==> src/rtl/panel_out_stage_if.sv <==
// -----------------------------------------------------------------------------
// panel_out_stage_if
// Pixel bus between an upstream video source and panel_out_stage.
//   iVS/iHS/iDE, iRDATA/iGDATA/iBDATA, iMODE : upstream syncs, pixel, mode request
//   oVS/oHS/oDE, oRDATA/oGDATA/oBDATA       : delayed syncs and formatted pixel
//   oMODE_ACT, oFRAME_CNT                    : latched mode and frame counter
// Modports: master = upstream/source side, slave = panel_out_stage side.
// -----------------------------------------------------------------------------
`timescale 1ns/100ps
interface panel_out_stage_if #(
  parameter int IN_W  = 8,
  parameter int OUT_W = 6
);
  logic             iVS;
  logic             iHS;
  logic             iDE;
  logic [IN_W-1:0]  iRDATA;
  logic [IN_W-1:0]  iGDATA;
  logic [IN_W-1:0]  iBDATA;
  logic [2:0]       iMODE;
  logic             oVS;
  logic             oHS;
  logic             oDE;
  logic [OUT_W-1:0] oRDATA;
  logic [OUT_W-1:0] oGDATA;
  logic [OUT_W-1:0] oBDATA;
  logic [2:0]       oMODE_ACT;
  logic [7:0]       oFRAME_CNT;

  modport master (
    output iVS, iHS, iDE, iRDATA, iGDATA, iBDATA, iMODE,
    input  oVS, oHS, oDE, oRDATA, oGDATA, oBDATA, oMODE_ACT, oFRAME_CNT
  );

  modport slave (
    input  iVS, iHS, iDE, iRDATA, iGDATA, iBDATA, iMODE,
    output oVS, oHS, oDE, oRDATA, oGDATA, oBDATA, oMODE_ACT, oFRAME_CNT
  );
endinterface

==> src/rtl/panel_out_stage.sv <==
// -----------------------------------------------------------------------------
// panel_out_stage
// Final pixel formatting stage in front of a panel: reduces IN_W-bit colour
// components to OUT_W bits (truncate, ordered dither, black, white, invert)
// and delays syncs and pixel by PIPE_DEPTH clocks.
// Ports:
//   iCLK_PLL : pixel clock
//   iRESET   : asynchronous, active-low reset
//   bus      : panel_out_stage_if.slave (syncs, pixel, mode in; formatted out)
// The requested mode is latched once per frame on the rising edge of iVS.
// -----------------------------------------------------------------------------
`timescale 1ns/100ps
module panel_out_stage #(
  parameter int IN_W       = 8,
  parameter int OUT_W      = 6,
  parameter int PIPE_DEPTH = 2
) (
  input  logic               iCLK_PLL,
  input  logic               iRESET,
  panel_out_stage_if.slave   bus
);

  localparam int D  = IN_W - OUT_W;
  // Shift that brings the two bits just below the kept MSBs down to [1:0].
  localparam int DS = (D >= 2) ? (D - 2) : 0;
  localparam logic [OUT_W-1:0] ALL_ONES  = {OUT_W{1'b1}};
  localparam logic [OUT_W-1:0] ALL_ZEROS = {OUT_W{1'b0}};

  typedef enum logic [2:0] {
    MODE_PASS   = 3'd0,
    MODE_DITHER = 3'd1,
    MODE_BLACK  = 3'd2,
    MODE_WHITE  = 3'd3,
    MODE_INVERT = 3'd4
  } mode_e;

  logic        vs_prev_r;
  logic        de_prev_r;
  logic [10:0] x_r;
  logic [10:0] y_r;
  logic [7:0]  frame_r;
  logic [2:0]  mode_r;

  logic        frame_ev_s;
  logic [1:0]  thr_s;

  logic [PIPE_DEPTH-1:0] vs_pipe_r;
  logic [PIPE_DEPTH-1:0] hs_pipe_r;
  logic [PIPE_DEPTH-1:0] de_pipe_r;
  logic [OUT_W-1:0]      r_pipe_r [PIPE_DEPTH];
  logic [OUT_W-1:0]      g_pipe_r [PIPE_DEPTH];
  logic [OUT_W-1:0]      b_pipe_r [PIPE_DEPTH];

  logic [OUT_W-1:0] r_fmt_s;
  logic [OUT_W-1:0] g_fmt_s;
  logic [OUT_W-1:0] b_fmt_s;

  // Formats one component; the dither threshold is shared by R, G and B.
  function automatic logic [OUT_W-1:0] fmt_comp(
    input logic [IN_W-1:0] comp,
    input logic [2:0]      mode,
    input logic [1:0]      thr
  );
    logic [OUT_W-1:0] trunc;
    logic [1:0]       k;
    logic [OUT_W-1:0] res;
    trunc = comp[IN_W-1 -: OUT_W];
    if (D >= 2) begin
      k = 2'(comp >> DS);
    end else if (D == 1) begin
      k = {comp[0], 1'b0};
    end else begin
      // Nothing is discarded, so dither degenerates to pass.
      k = 2'd0;
    end
    case (mode)
      MODE_DITHER: begin
        if ((k > thr) && (trunc != ALL_ONES)) begin
          res = trunc + OUT_W'(1);
        end else begin
          res = trunc;
        end
      end
      MODE_BLACK:  res = ALL_ZEROS;
      MODE_WHITE:  res = ALL_ONES;
      MODE_INVERT: res = ~trunc;
      default:     res = trunc;
    endcase
    return res;
  endfunction

  assign frame_ev_s = bus.iVS & ~vs_prev_r;
  // Counter values before this edge belong to the pixel being sampled now.
  assign thr_s = {1'b0, x_r[0]} + {y_r[0], 1'b0} + frame_r[1:0];

  // Frame, position and mode tracking.
  always_ff @(posedge iCLK_PLL or negedge iRESET) begin
    if (!iRESET) begin
      vs_prev_r <= 1'b0;
      de_prev_r <= 1'b0;
      x_r       <= 11'd0;
      y_r       <= 11'd0;
      frame_r   <= 8'd0;
      mode_r    <= 3'd0;
    end else begin
      vs_prev_r <= bus.iVS;
      de_prev_r <= bus.iDE;
      x_r       <= bus.iDE ? (x_r + 11'd1) : 11'd0;
      if (frame_ev_s) begin
        y_r     <= 11'd0;
        frame_r <= frame_r + 8'd1;
        mode_r  <= bus.iMODE;
      end else if (de_prev_r && !bus.iDE) begin
        y_r     <= y_r + 11'd1;
      end else begin
        y_r     <= y_r;
      end
    end
  end

  // Stage-1 formatting; blanking cycles carry zero colour down the pipe.
  always_comb begin
    r_fmt_s = ALL_ZEROS;
    g_fmt_s = ALL_ZEROS;
    b_fmt_s = ALL_ZEROS;
    if (bus.iDE) begin
      r_fmt_s = fmt_comp(bus.iRDATA, mode_r, thr_s);
      g_fmt_s = fmt_comp(bus.iGDATA, mode_r, thr_s);
      b_fmt_s = fmt_comp(bus.iBDATA, mode_r, thr_s);
    end else begin
      r_fmt_s = ALL_ZEROS;
      g_fmt_s = ALL_ZEROS;
      b_fmt_s = ALL_ZEROS;
    end
  end

  // Delay pipeline: stage 0 captures formatted data, later stages just shift.
  always_ff @(posedge iCLK_PLL or negedge iRESET) begin
    if (!iRESET) begin
      vs_pipe_r <= {PIPE_DEPTH{1'b0}};
      hs_pipe_r <= {PIPE_DEPTH{1'b0}};
      de_pipe_r <= {PIPE_DEPTH{1'b0}};
      for (int i = 0; i < PIPE_DEPTH; i++) begin
        r_pipe_r[i] <= ALL_ZEROS;
        g_pipe_r[i] <= ALL_ZEROS;
        b_pipe_r[i] <= ALL_ZEROS;
      end
    end else begin
      vs_pipe_r[0] <= bus.iVS;
      hs_pipe_r[0] <= bus.iHS;
      de_pipe_r[0] <= bus.iDE;
      r_pipe_r[0]  <= r_fmt_s;
      g_pipe_r[0]  <= g_fmt_s;
      b_pipe_r[0]  <= b_fmt_s;
      for (int i = 1; i < PIPE_DEPTH; i++) begin
        vs_pipe_r[i] <= vs_pipe_r[i-1];
        hs_pipe_r[i] <= hs_pipe_r[i-1];
        de_pipe_r[i] <= de_pipe_r[i-1];
        r_pipe_r[i]  <= r_pipe_r[i-1];
        g_pipe_r[i]  <= g_pipe_r[i-1];
        b_pipe_r[i]  <= b_pipe_r[i-1];
      end
    end
  end

  assign bus.oVS        = vs_pipe_r[PIPE_DEPTH-1];
  assign bus.oHS        = hs_pipe_r[PIPE_DEPTH-1];
  assign bus.oDE        = de_pipe_r[PIPE_DEPTH-1];
  assign bus.oRDATA     = r_pipe_r[PIPE_DEPTH-1];
  assign bus.oGDATA     = g_pipe_r[PIPE_DEPTH-1];
  assign bus.oBDATA     = b_pipe_r[PIPE_DEPTH-1];
  assign bus.oMODE_ACT  = mode_r;
  assign bus.oFRAME_CNT = frame_r;

endmodule
==> src/flat_wrapper.sv <==
// flat-port wrapper written by rule: the top's interface ports become plain ports
module panel_out_stage_flat 
#(
  parameter int IN_W       = 8,
  parameter int OUT_W      = 6,
  parameter int PIPE_DEPTH = 2
)
  (iCLK_PLL, iRESET, bus_iVS, bus_iHS, bus_iDE, bus_iRDATA, bus_iGDATA, bus_iBDATA, bus_iMODE, bus_oVS, bus_oHS, bus_oDE, bus_oRDATA, bus_oGDATA, bus_oBDATA, bus_oMODE_ACT, bus_oFRAME_CNT);
  panel_out_stage_if #(.IN_W(IN_W), .OUT_W(OUT_W)) bus_i ();
  input  logic iCLK_PLL;
  input  logic iRESET;
  input wire logic [$bits(bus_i.iVS)-1:0] bus_iVS;
  input wire logic [$bits(bus_i.iHS)-1:0] bus_iHS;
  input wire logic [$bits(bus_i.iDE)-1:0] bus_iDE;
  input wire logic [$bits(bus_i.iRDATA)-1:0] bus_iRDATA;
  input wire logic [$bits(bus_i.iGDATA)-1:0] bus_iGDATA;
  input wire logic [$bits(bus_i.iBDATA)-1:0] bus_iBDATA;
  input wire logic [$bits(bus_i.iMODE)-1:0] bus_iMODE;
  output wire logic [$bits(bus_i.oVS)-1:0] bus_oVS;
  output wire logic [$bits(bus_i.oHS)-1:0] bus_oHS;
  output wire logic [$bits(bus_i.oDE)-1:0] bus_oDE;
  output wire logic [$bits(bus_i.oRDATA)-1:0] bus_oRDATA;
  output wire logic [$bits(bus_i.oGDATA)-1:0] bus_oGDATA;
  output wire logic [$bits(bus_i.oBDATA)-1:0] bus_oBDATA;
  output wire logic [$bits(bus_i.oMODE_ACT)-1:0] bus_oMODE_ACT;
  output wire logic [$bits(bus_i.oFRAME_CNT)-1:0] bus_oFRAME_CNT;
  assign bus_i.iVS = bus_iVS;
  assign bus_i.iHS = bus_iHS;
  assign bus_i.iDE = bus_iDE;
  assign bus_i.iRDATA = bus_iRDATA;
  assign bus_i.iGDATA = bus_iGDATA;
  assign bus_i.iBDATA = bus_iBDATA;
  assign bus_i.iMODE = bus_iMODE;
  assign bus_oVS = bus_i.oVS;
  assign bus_oHS = bus_i.oHS;
  assign bus_oDE = bus_i.oDE;
  assign bus_oRDATA = bus_i.oRDATA;
  assign bus_oGDATA = bus_i.oGDATA;
  assign bus_oBDATA = bus_i.oBDATA;
  assign bus_oMODE_ACT = bus_i.oMODE_ACT;
  assign bus_oFRAME_CNT = bus_i.oFRAME_CNT;
  panel_out_stage #(.IN_W(IN_W), .OUT_W(OUT_W), .PIPE_DEPTH(PIPE_DEPTH)) u_core (.iCLK_PLL(iCLK_PLL), .iRESET(iRESET), .bus(bus_i));
endmodule
==> config.mk <==
export PLATFORM = sky130hd
export DESIGN_NAME = panel_out_stage_flat
export DESIGN_NICKNAME = d
export VERILOG_FILES = /design/src/rtl/panel_out_stage_if.sv /design/src/rtl/panel_out_stage.sv /design/src/flat_wrapper.sv
export SDC_FILE = /design/constraint.sdc
export NUM_CORES = 1
export LEC_CHECK = 0
export ABC_AREA = 1
export ABC_CLOCK_PERIOD_IN_PS = 6250
export CORE_UTILIZATION = 27
export DETAILED_ROUTE_END_ITERATION = 8
export DONT_BUFFER_PORTS = 1
export SYNTH_ARGS = -nofsm -noshare
export SYNTH_HDL_FRONTEND = slang
export SYNTH_SLANG_ARGS = --single-unit
export TNS_END_PERCENT = 20
==> constraint.sdc <==
create_clock -name iCLK_PLL -period 6.25 [get_ports iCLK_PLL]
set_clock_uncertainty 0.05 [all_clocks]
set_input_delay 1.25 -clock iCLK_PLL [delete_from_list [all_inputs] [get_ports iCLK_PLL]]
set_output_delay 1.25 -clock iCLK_PLL [all_outputs]
set_load 0.005 [all_outputs]
== After elaboration in Yosys (flattened, before gate mapping) ==
Cells that the tools add are included.

* Bitwise operators: 5
* Equality and inequality tests: 7
* Reductions and logical operators: 6
* Muxes and demuxes: 15
* $lt $le $gt $ge: 3
* $add $sub $neg: 8

{| class="wikitable"
|+ Operator list
! operator !! count
|-
| 6-bit one-hot mux with 4 select lines || 3
|-
| 6-bit 2-to-1 mux || 6
|-
| 11-bit 2-to-1 mux || 3
|-
| 11-bit by 1-bit adder with 11-bit output, second input constant || 2
|-
| 6-bit by 1-bit adder with 6-bit output, second input constant || 3
|-
| 6-bit != test, second input constant || 3
|-
| 6-bit NOT || 3
|-
| 8-bit by 1-bit adder with 8-bit output, second input constant || 1
|-
| 3-bit by 2-bit equality test with 1-bit output, second input constant || 2
|-
| 2-bit > comparator || 3
|-
| 2-bit 2-to-1 mux || 3
|-
| 1-bit logical AND || 4
|-
| 3-bit by 1-bit equality test with 1-bit output, second input constant || 1
|-
| 3-bit equality test, second input constant || 1
|-
| 1-bit by 2-bit adder with 2-bit output || 1
|-
| 2-bit adder || 1
|-
| 2-bit nonzero test || 1
|-
| 1-bit AND || 1
|-
| 1-bit zero test || 1
|-
| 1-bit NOT || 1
|}

* Input bits: 32
* Output and inout port bits: 32
* Bits in registers: 77
* Word-level logic and storage cells: 59

== Longest topological paths before layout ==
Gate-level depths: netlist of the first run.

* Depth in word-level cells: 7
* Depth in mapped cells: 13
* Depth with buffers taken out: 13

== Worst setup path after synthesis of the first run ==
OpenSTA, ideal clock, no wires.

* Path kind: input-to-reg
* From: in bus_iBDATA[1]
* To: reg u_core.b_pipe_r[7] in the netlist's numbering
* Library setup time: 114 ps
* Path slack: 3889 ps
* Buffers on the path: 0
* Stages: 10
* Required time: 6086 ps
* Arrival time: 2197 ps
* Cells stage by stage: ha_1 nand2_1 nand2_1 nand2_1 nor2_2 nor2_1 nand2_1 nand3_1 nand3_1 inv_1

* Word-level cells in the longest chain between the ends: 6

{| class="wikitable"
|+ Ends and longest elaborated chain
! item !! line !! RTL
|-
| start: declaration || flat_wrapper.sv:17 || <nowiki>input wire logic [$bits(bus_i.iBDATA)-1:0] bus_iBDATA;</nowiki>
|-
| 2-bit 2-to-1 mux || panel_out_stage.sv:126 || <nowiki>if (bus.iDE) begin</nowiki>
|-
| 2-bit > comparator || panel_out_stage.sv:78 || <nowiki>if ((k > thr) && (trunc != ALL_ONES)) begin</nowiki>
|-
| 1-bit logical AND || panel_out_stage.sv:78 ||
|-
| 6-bit 2-to-1 mux || panel_out_stage.sv:78 ||
|-
| 6-bit one-hot mux with 4 select lines || panel_out_stage.sv:76 || <nowiki>case (mode)</nowiki>
|-
| 6-bit 2-to-1 mux || panel_out_stage.sv:126 ||
|-
| net u_core.b_fmt_s[1] || panel_out_stage.sv:56 || <nowiki>logic [OUT_W-1:0] b_fmt_s;</nowiki>
|-
| end signal: indexed assignment || panel_out_stage.sv:161 || <nowiki>b_pipe_r[i] <= b_pipe_r[i-1];</nowiki>
|-
| end: declaration || panel_out_stage.sv:52 || <nowiki>logic [OUT_W-1:0] b_pipe_r [PIPE_DEPTH];</nowiki>
|}

The timed path passes the listed nets, and every way through them passes these cells. The select of a mux whose other input is x is not followed.
A chain may end at the register's enable or synchronous reset.

== Worst setup path in the final report of the first run ==
* From: reg u_core.frame_r[0], in the netlist u_core.bus.oFRAME_CNT[0]
* To: reg u_core.b_pipe_r[8] in the netlist's numbering

* Word-level cells in the longest chain between the ends: 6

{| class="wikitable"
|+ Ends and longest elaborated chain
! item !! line !! RTL
|-
| start: declaration || panel_out_stage.sv:41 || <nowiki>logic [7:0] frame_r;</nowiki>
|-
| start signal: assignment || panel_out_stage.sv:111 || <nowiki>frame_r <= frame_r + 8'd1;</nowiki>
|-
| 2-bit adder || panel_out_stage.sv:94 || <nowiki>assign thr_s = {1'b0, x_r[0]} + {y_r[0], 1'b0} + frame_r[1:0];</nowiki>
|-
| 2-bit > comparator || panel_out_stage.sv:78 ||
|-
| 1-bit logical AND || panel_out_stage.sv:78 ||
|-
| 6-bit 2-to-1 mux || panel_out_stage.sv:78 ||
|-
| 6-bit one-hot mux with 4 select lines || panel_out_stage.sv:76 ||
|-
| 6-bit 2-to-1 mux || panel_out_stage.sv:126 ||
|-
| net u_core.b_fmt_s[2] || panel_out_stage.sv:56 ||
|}

The timed path passes the listed nets, and every way through them passes these cells.

==> impl_results.md, run 1 <==
* Status: finished clean
* Part of the cycle the worst path needs at 41.2%
* Tmin final at roughly 2.6 ns
* I/O pin count at 64
* CTS clk-pin slew, worst paths at roughly 0.070 ns
* Reg2Reg Depth at 12
* Clock sink count at 55
* Number of gates resized after CTS at 0
* TritonCTS clock tree: done
* Beginning of the worst hold path: u_core.r_pipe_r[6]
* Unrepaired setup endpoints after global routing: no
* Setup TNS at 0 ns
* Filler Cell Count at 1167
* Synth Area per Inst at 8.61 sq um
* Number of H-tree levels at 2
* Die Y at 110 um
* Leak Pwr at 0.00159 uW
* Hold WC Path Type: reg -> reg
* Pwr dens at 355 nW/um^2
* Max Slew Vio Count at 0
* Synth warnings at 0
* F_max at 0.389 GHz
* Initial antenna violation count at 0
* Clock root buffer: clkbuf_16
* Placed insts at 476
* Crit Reg-Reg Startpoint: u_core.bus.oFRAME_CNT[0]
* WP data arrival at 2.71 ns
* Hold Fails Final Rpt at 0
* Peak VDD IR at 122 uV
* R2r endpoint: u_core.b_pipe_r[8]
* Synth Register Bits at 55
* Total GRT Usage at around an eighth
* Worst R2R Setup Slack at 3.68 ns
* Leading cell type in the layout, fill and taps excluded: nand2_1
* Area delta synth->final at 3.48%
* Area occupied by multi-input gates at 1360 sq um
* Global route overflow at 0
* Max-slew headroom at 55.0%
* Hold endpoint: u_core.bus.oRDATA[0]
* Clk_lat worst skew at about 0.29 ns
* Vias in the first global route at 2235
* ANT cells at 0
* Layout cell share with drive strength beyond 1 at 12.8%
* Worst Setup Start Kind: flip-flop
* Maxcap violations at 0
* Layout Cells excl Fill at 484
* Worst-Margin Slew at just under 0.7 ns
* GPL Wtd Cong at 0.802
* DRT iter0 DRCs at ~120
* Final setup viols at 0
* Unique masters post-synth at 30
* Via Count at about 2200
* Power Total at 1150 uW
* Core Util, Final at 29.2%
* Post-Syn Area at 3120 sq um
* Worst-path fanout max at 8
* Pre-Repair DR Iteration Count at 4
* Synth Net Count at 406
* CTS Buf Count at 5
* WHS Path Cells at 0
* Row cnt at 38
* Die Wd at 110 um
* Reg area at 1380 sq um
* Die Area at 12000 sq um
* Remaining antenna violation count after routing at 0
* Commonest non-fill, non-tap cells in the layout: 84 x nand2_1, 55 x dfrtp_1, 42 x inv_1, 41 x nand3_1, 14 x o21ai_0
* Via density at 4.57
* Port bufs at 0
* # nets final at 386
* DP HPWL at 4.97 mm
* Starting Density at 28.2%
* Largest net degree at the start of global routing at 56
* Core ar. at between 10000 and 15000 sq um
* Setup CP Type: reg -> reg
* DRC viols at 0
* CP startpoint: u_core.bus.oFRAME_CNT[0]
* Maximum root-to-sink buffer count at 2
* Register area share after synthesis at 44.1%
* Routed wire length at a little under 7 mm
* Post-Synthesis Cells at between 300 and 400
* Post-CTS setup buffer count at 0
* Required @ worst endpoint at ~6.4 ns
* WL/cell at 14.2 um
* First-pass GRT wire length at 11.4 mm
* Crit. End Element: flip-flop
* Hold buffers post-CTS at 0
-- kinds of logic (layout without fill, tap and decap cells) --
family	Yosys count	in the layout	share of synthesized area (%)
AND/OR/NAND/NOR	162	162	25.1
buffers and inverters	73	54	12.6
flip-flops	55	55	44.1
AO/OA/AOI/OAI	48	48	9.93
XOR/XNOR	14	14	3.92
adder cells (fa/ha/maj)	11	11	4.41
-- how the worst max path moves through the flow --
stage / end / cells after the start
floorplan: u_core.b_pipe_r[7] / 10
global placement: u_core.b_pipe_r[8] / 12
global route: u_core.b_pipe_r[7] / 12
detailed placement: u_core.b_pipe_r[8] / 12
finish: u_core.b_pipe_r[8] / 12
CTS: u_core.b_pipe_r[8] / 12
-- metal layers --
| layer | part of all wire (%) | wire length [um] | GRT usage (%) | vias to the layer above |
|---|---|---|---|---|
| li1 | - | - | - | 1098 |
| met1 | 42 | 2900 | 14.7 | 1052 |
| met2 | 47 | 3220 | 20.7 | 56 |
| met3 | 9.6 | 661 | 5.33 | 7 |
| met4 | 1.2 | 85 | 3.71 | 0 |
| met5 | 0 | 0 | 0 | - |
-- power by group --
part / internal, uW / switching, uW
clock network: 150 / 132
logic: 131 / 258
registers: 420 / 55.1
total: 701 / 446
-- layout make-up --
| type | instances | area share, % |
|---|---|---|
| clock inverter | 3 | 0.735 |
| tap | 140 | 5.42 |
| sequential | 55 | 42.6 |
| clock buffer | 5 | 3.87 |
| inverter | 46 | 5.50 |
| multi-input combinational | 235 | 41.9 |
-- stage by stage --
stage                     setup WS (ns)  hold WS, ns  cell area [sq um]
final                              3.68        0.299               3230
after global routing               3.35        0.308               3230
after CTS                          3.66        0.301               3230
after detailed placement           3.69        0.285               3080
after global placement             3.73        0.285               3080
after floorplan                    3.89        0.281               3120
-- worst max-delay path, cell delays in order (launching register included) --
cell	delay, ns
dfrtp_1	0.47
ha_1	0.25
xnor2_1	0.16
xor2_1	0.39
ha_1	0.33
nand2_1	0.09
nand2_1	0.11
nor2_2	0.30
nand2_2	0.07
nand3_1	0.09
nand2_1	0.06
nand2_1	0.06
nor2_1	0.04
-- Yosys cell counts --
library cell | n | area share, %
nand2_1 | 84 | 10
dfrtp_1 | 55 | 44
inv_1 | 42 | 5.0
nand3_1 | 41 | 6.6
buf_4 | 21 | 5.0
o21ai_0 | 14 | 2.2
nor2_1 | 13 | 1.6
ha_1 | 11 | 4.4
a21oi_1 | 9 | 1.4
a21oi_2 | 9 | 2.5
xor2_1 | 9 | 2.5
nor2_4 | 5 | 1.8
o21ai_2 | 5 | 1.4
xnor2_1 | 5 | 1.4
nand2_2 | 4 | 0.80
o211ai_1 | 4 | 0.96
o21ai_1 | 4 | 0.64
buf_2 | 3 | 0.48
inv_2 | 3 | 0.36
nand3_2 | 3 | 0.96
nor2_2 | 3 | 0.60
o21bai_1 | 3 | 0.72
or2_0 | 3 | 0.60
buf_6 | 2 | 0.72
nand2_8 | 2 | 1.3
nor3_1 | 2 | 0.32
buf_12 | 1 | 0.64
clkinv_4 | 1 | 0.28
nand4_1 | 1 | 0.20
nor3_2 | 1 | 0.32
-- state kept, by name, indices dropped and copies added, names as in the netlist --
name and count:
u_core.bus.oFRAME_CNT 8, u_core.b_pipe_r 6, u_core.bus.oBDATA 6, u_core.bus.oGDATA 6, u_core.bus.oRDATA 6, u_core.g_pipe_r 6, u_core.r_pipe_r 6, u_core.bus.oMODE_ACT 3
u_core.de_pipe_r 2, u_core.hs_pipe_r 2, u_core.vs_pipe_r 2, u_core.x_r 1, u_core.y_r 1
Note: power is estimated with default switching activity, not from simulation.
==> inputs of run 2 (changes only) <==
--- a/config.mk
+++ b/config.mk
@@ -6,7 +6,7 @@
 export NUM_CORES = 1
 export LEC_CHECK = 0
 export ABC_AREA = 1
-export ABC_CLOCK_PERIOD_IN_PS = 6250
+export ABC_CLOCK_PERIOD_IN_PS = 2410
 export CORE_UTILIZATION = 27
 export DETAILED_ROUTE_END_ITERATION = 8
 export DONT_BUFFER_PORTS = 1
==> constraint.sdc (replaced) <==
create_clock -name iCLK_PLL -period 2.41 [get_ports iCLK_PLL]
set_clock_uncertainty 0.05 [all_clocks]
set_input_delay 0.482 -clock iCLK_PLL [delete_from_list [all_inputs] [get_ports iCLK_PLL]]
set_output_delay 0.482 -clock iCLK_PLL [all_outputs]
set_load 0.005 [all_outputs]
==> run 2 against run 1 <==
The run now ends with hold timing left. Hold slack got worse by 0.30 ns. Combinational power rose to 3.1 times the previous value. Clock power grew to 2.7 times the previous value. Fmax increased by 14%. Largest cell class is now multi-input combinational cells. Largest power group unchanged. Highest routed layer unchanged.
==> impl_results.md, run 2 (synthesis results as in run 1) <==
* R2r endpoint: u_core.g_pipe_r[10] (was u_core.b_pipe_r[8])
* Layout cell share with drive strength beyond 1 at 16.6% (was 12.8%)
* Met3 Use GR at 5.93% (was 5.33%)
* Placed inst area at 3100 sq um (was 3080 sq um)
* Crit. End Element: flip-flop (unchanged)
* Clk_lat worst skew at 0.30 ns (was 0.29 ns)
* Initial antenna violation count at 0 (unchanged)
* I/O pin count at 64 (unchanged)
* Max FFs per register at 8 (unchanged)
* Worst slack, placed at 0.150 ns (was 3.69 ns)
* Clock root buffer: clkbuf_16 (unchanged)
* CTS clk-pin slew, worst paths at 0.08 ns (was 0.07 ns)
* Part of the cycle the worst path needs at 93.7% (was 41.2%)
* Worst R2R Setup Slack at 0.15 ns (was 3.68 ns)
* WP data arrival at 2.42 ns (was 2.71 ns)
* Final setup viols at 0 (unchanged)
* Die Y at 110 um (unchanged)
* Crit Reg-Reg Startpoint: u_core.bus.oFRAME_CNT[0] (unchanged)
* Power Total at 3180 uW (was 1150 uW)
* Area delta synth->final at 6.53% (was 3.48%)
* Leak Pwr at 0.00163 uW (was 0.00159 uW)
* DP HPWL at 4.95 mm (was 4.97 mm)
* Remaining antenna violation count after routing at 0 (unchanged)
* Via density at 4.55 (was 4.57)
* Pwr dens at 954 nW/um^2 (was 355 nW/um^2)
* Port bufs at 0 (unchanged)
* Maxcap violations at 0 (unchanged)
* Starting Density at 28.2% (unchanged)
* Met1 Usage GRT at 14.3% (was 14.7%)
* Met2 Usage GRT at 20.4% (was 20.7%)
* Die Area at 12000 sq um (unchanged)
* Number of H-tree levels at 2 (unchanged)
* Final instance area at 3330 sq um (was 3230 sq um)
* Worst-path fanout max at 7 (was 8)
* ANT cells at 0 (unchanged)
* F_max at 0.443 GHz (was 0.389 GHz)
* Max-slew headroom at 70.9% (was 55.0%)
* Tmin final at 2.26 ns (was 2.57 ns)
* Via Count at 2224 (was 2213)
* Routed wire length at 7.00 mm (was 6.87 mm)
* # nets final at 391 (was 386)
* Worst Setup Start Kind: flip-flop (unchanged)
* Most Crowded Layer GR: met2 (unchanged)
* Peak VDD IR at 341 uV (was 122 uV)
* First-pass GRT wire length at 11.4 mm (about the same)
* Die Wd at 110 um (unchanged)
* Hold WC Path Type: in -> async (was reg -> reg)
* TritonCTS clock tree: done (unchanged)
* Setup CP Type: reg -> reg (unchanged)
* WL/cell at 14.3 um (was 14.2 um)
* Failing checks: hold timing
* GPL Wtd Cong at 0.807 (was 0.802)
* Maximum root-to-sink buffer count at 2 (unchanged)
* Final WS setup at 0.152 ns (was 3.68 ns)
* Leading cell type in the layout, fill and taps excluded: nand2_1 (unchanged)
* Max Slew Vio Count at 0 (unchanged)
* Worst-Margin Slew at 0.436 ns (was 0.675 ns)
* Reg2Reg Depth at 11 (was 12)
* Core Util, Final at 30.0% (was 29.2%)
* Worst hold margin at -0.00498 ns (was 0.299 ns)
* Core ar. at 11100 sq um (unchanged)
* Total GRT Usage at 12.6% (was 12.5%)
* CTS Buf Count at 5 (unchanged)
* Row cnt at 38 (unchanged)
* Clock sink count at 55 (unchanged)
* Pre-Repair DR Iteration Count at 4 (unchanged)
* Vias in the first global route at 2215 (was 2235)
* Hold Fails Final Rpt at 31 (was 0)
* DRC viols at 0 (unchanged)
* DRT iter0 DRCs at 121 (unchanged)
* Required @ worst endpoint at 2.57 ns (was 6.39 ns)
* Commonest non-fill, non-tap cells in the layout: 77 x nand2_1, 55 x dfrtp_1, 41 x inv_1, 41 x nand3_1, 14 x o21ai_0 (was 84 x nand2_1, 55 x dfrtp_1, 42 x inv_1, 41 x nand3_1, 14 x o21ai_0)
* Global route overflow at 0 (unchanged)
* Status: finished with violations (was finished clean)
* Largest net degree at the start of global routing at 56 (unchanged)
## run 2: metal layers
metal / share of wire (%) / vias up
met3: 11 / 10
met1: 41 / 1044
met2: 46 / 61
met5: 0 / -
li1: - / 1109
met4: 1.8 / 0
## run 2: power by group
| group | switching, uW | leakage, uW | internal [uW] | total, uW |
|---|---|---|---|---|
| registers | 117 | 0.000698 | 1090 | 1210 |
| clock network | 343 | 0.0000731 | 416 | 760 |
| logic | 763 | 0.000861 | 449 | 1210 |
| total | 1220 | 0.00163 | 1950 | 3180 |
## run 2: worst max path at each step
stage                                  start             endpoint  depth (start not counted)
global route        u_core.bus.oFRAME_CNT[0]   u_core.b_pipe_r[7]                         12
floorplan           u_core.bus.oFRAME_CNT[0]   u_core.b_pipe_r[7]                         12
global placement    u_core.bus.oFRAME_CNT[0]   u_core.b_pipe_r[7]                         12
CTS                 u_core.bus.oFRAME_CNT[0]   u_core.b_pipe_r[7]                         12
detailed placement  u_core.bus.oFRAME_CNT[0]   u_core.b_pipe_r[7]                         12
finish              u_core.bus.oFRAME_CNT[0]  u_core.g_pipe_r[10]                         11
## run 2: stage by stage
step	setup TNS [ns]	instances
4_1_cts	0	487
3_3_place_gp	0	478
5_1_grt	-0.0142	489
6_report	0	489
2_1_floorplan	0	363
3_5_place_dp	0	478
## run 2: worst max-delay path, cell delays in order (launching register included)
cell     delay [ns]
dfrtp_1        0.39
ha_1           0.21
xnor2_1        0.18
xor2_1         0.29
ha_1           0.30
nand2_2        0.09
nand2_2        0.09
nor2_4         0.20
nand3_1        0.09
nand2_1        0.08
nand2_2        0.05
a21oi_2        0.16
## run 2: cell type report
cell class	instances	area, sq um
fill	1161	7750
tap	140	175
timing repair buffer	5	57.6
multi-input combinational	235	1390
clock inverter	2	16.3
inverter	46	178
sequential	55	1380
clock buffer	6	139
## run 2: what timing repair did
item / 4_1_cts / 5_1_grt
buffers inserted: 0 / 2
setup endpoints to repair: 0 / 5
endpoints found under the hold margin: 55 / 0
resized for setup: 0 / 11
hold buffers: 1 / 0
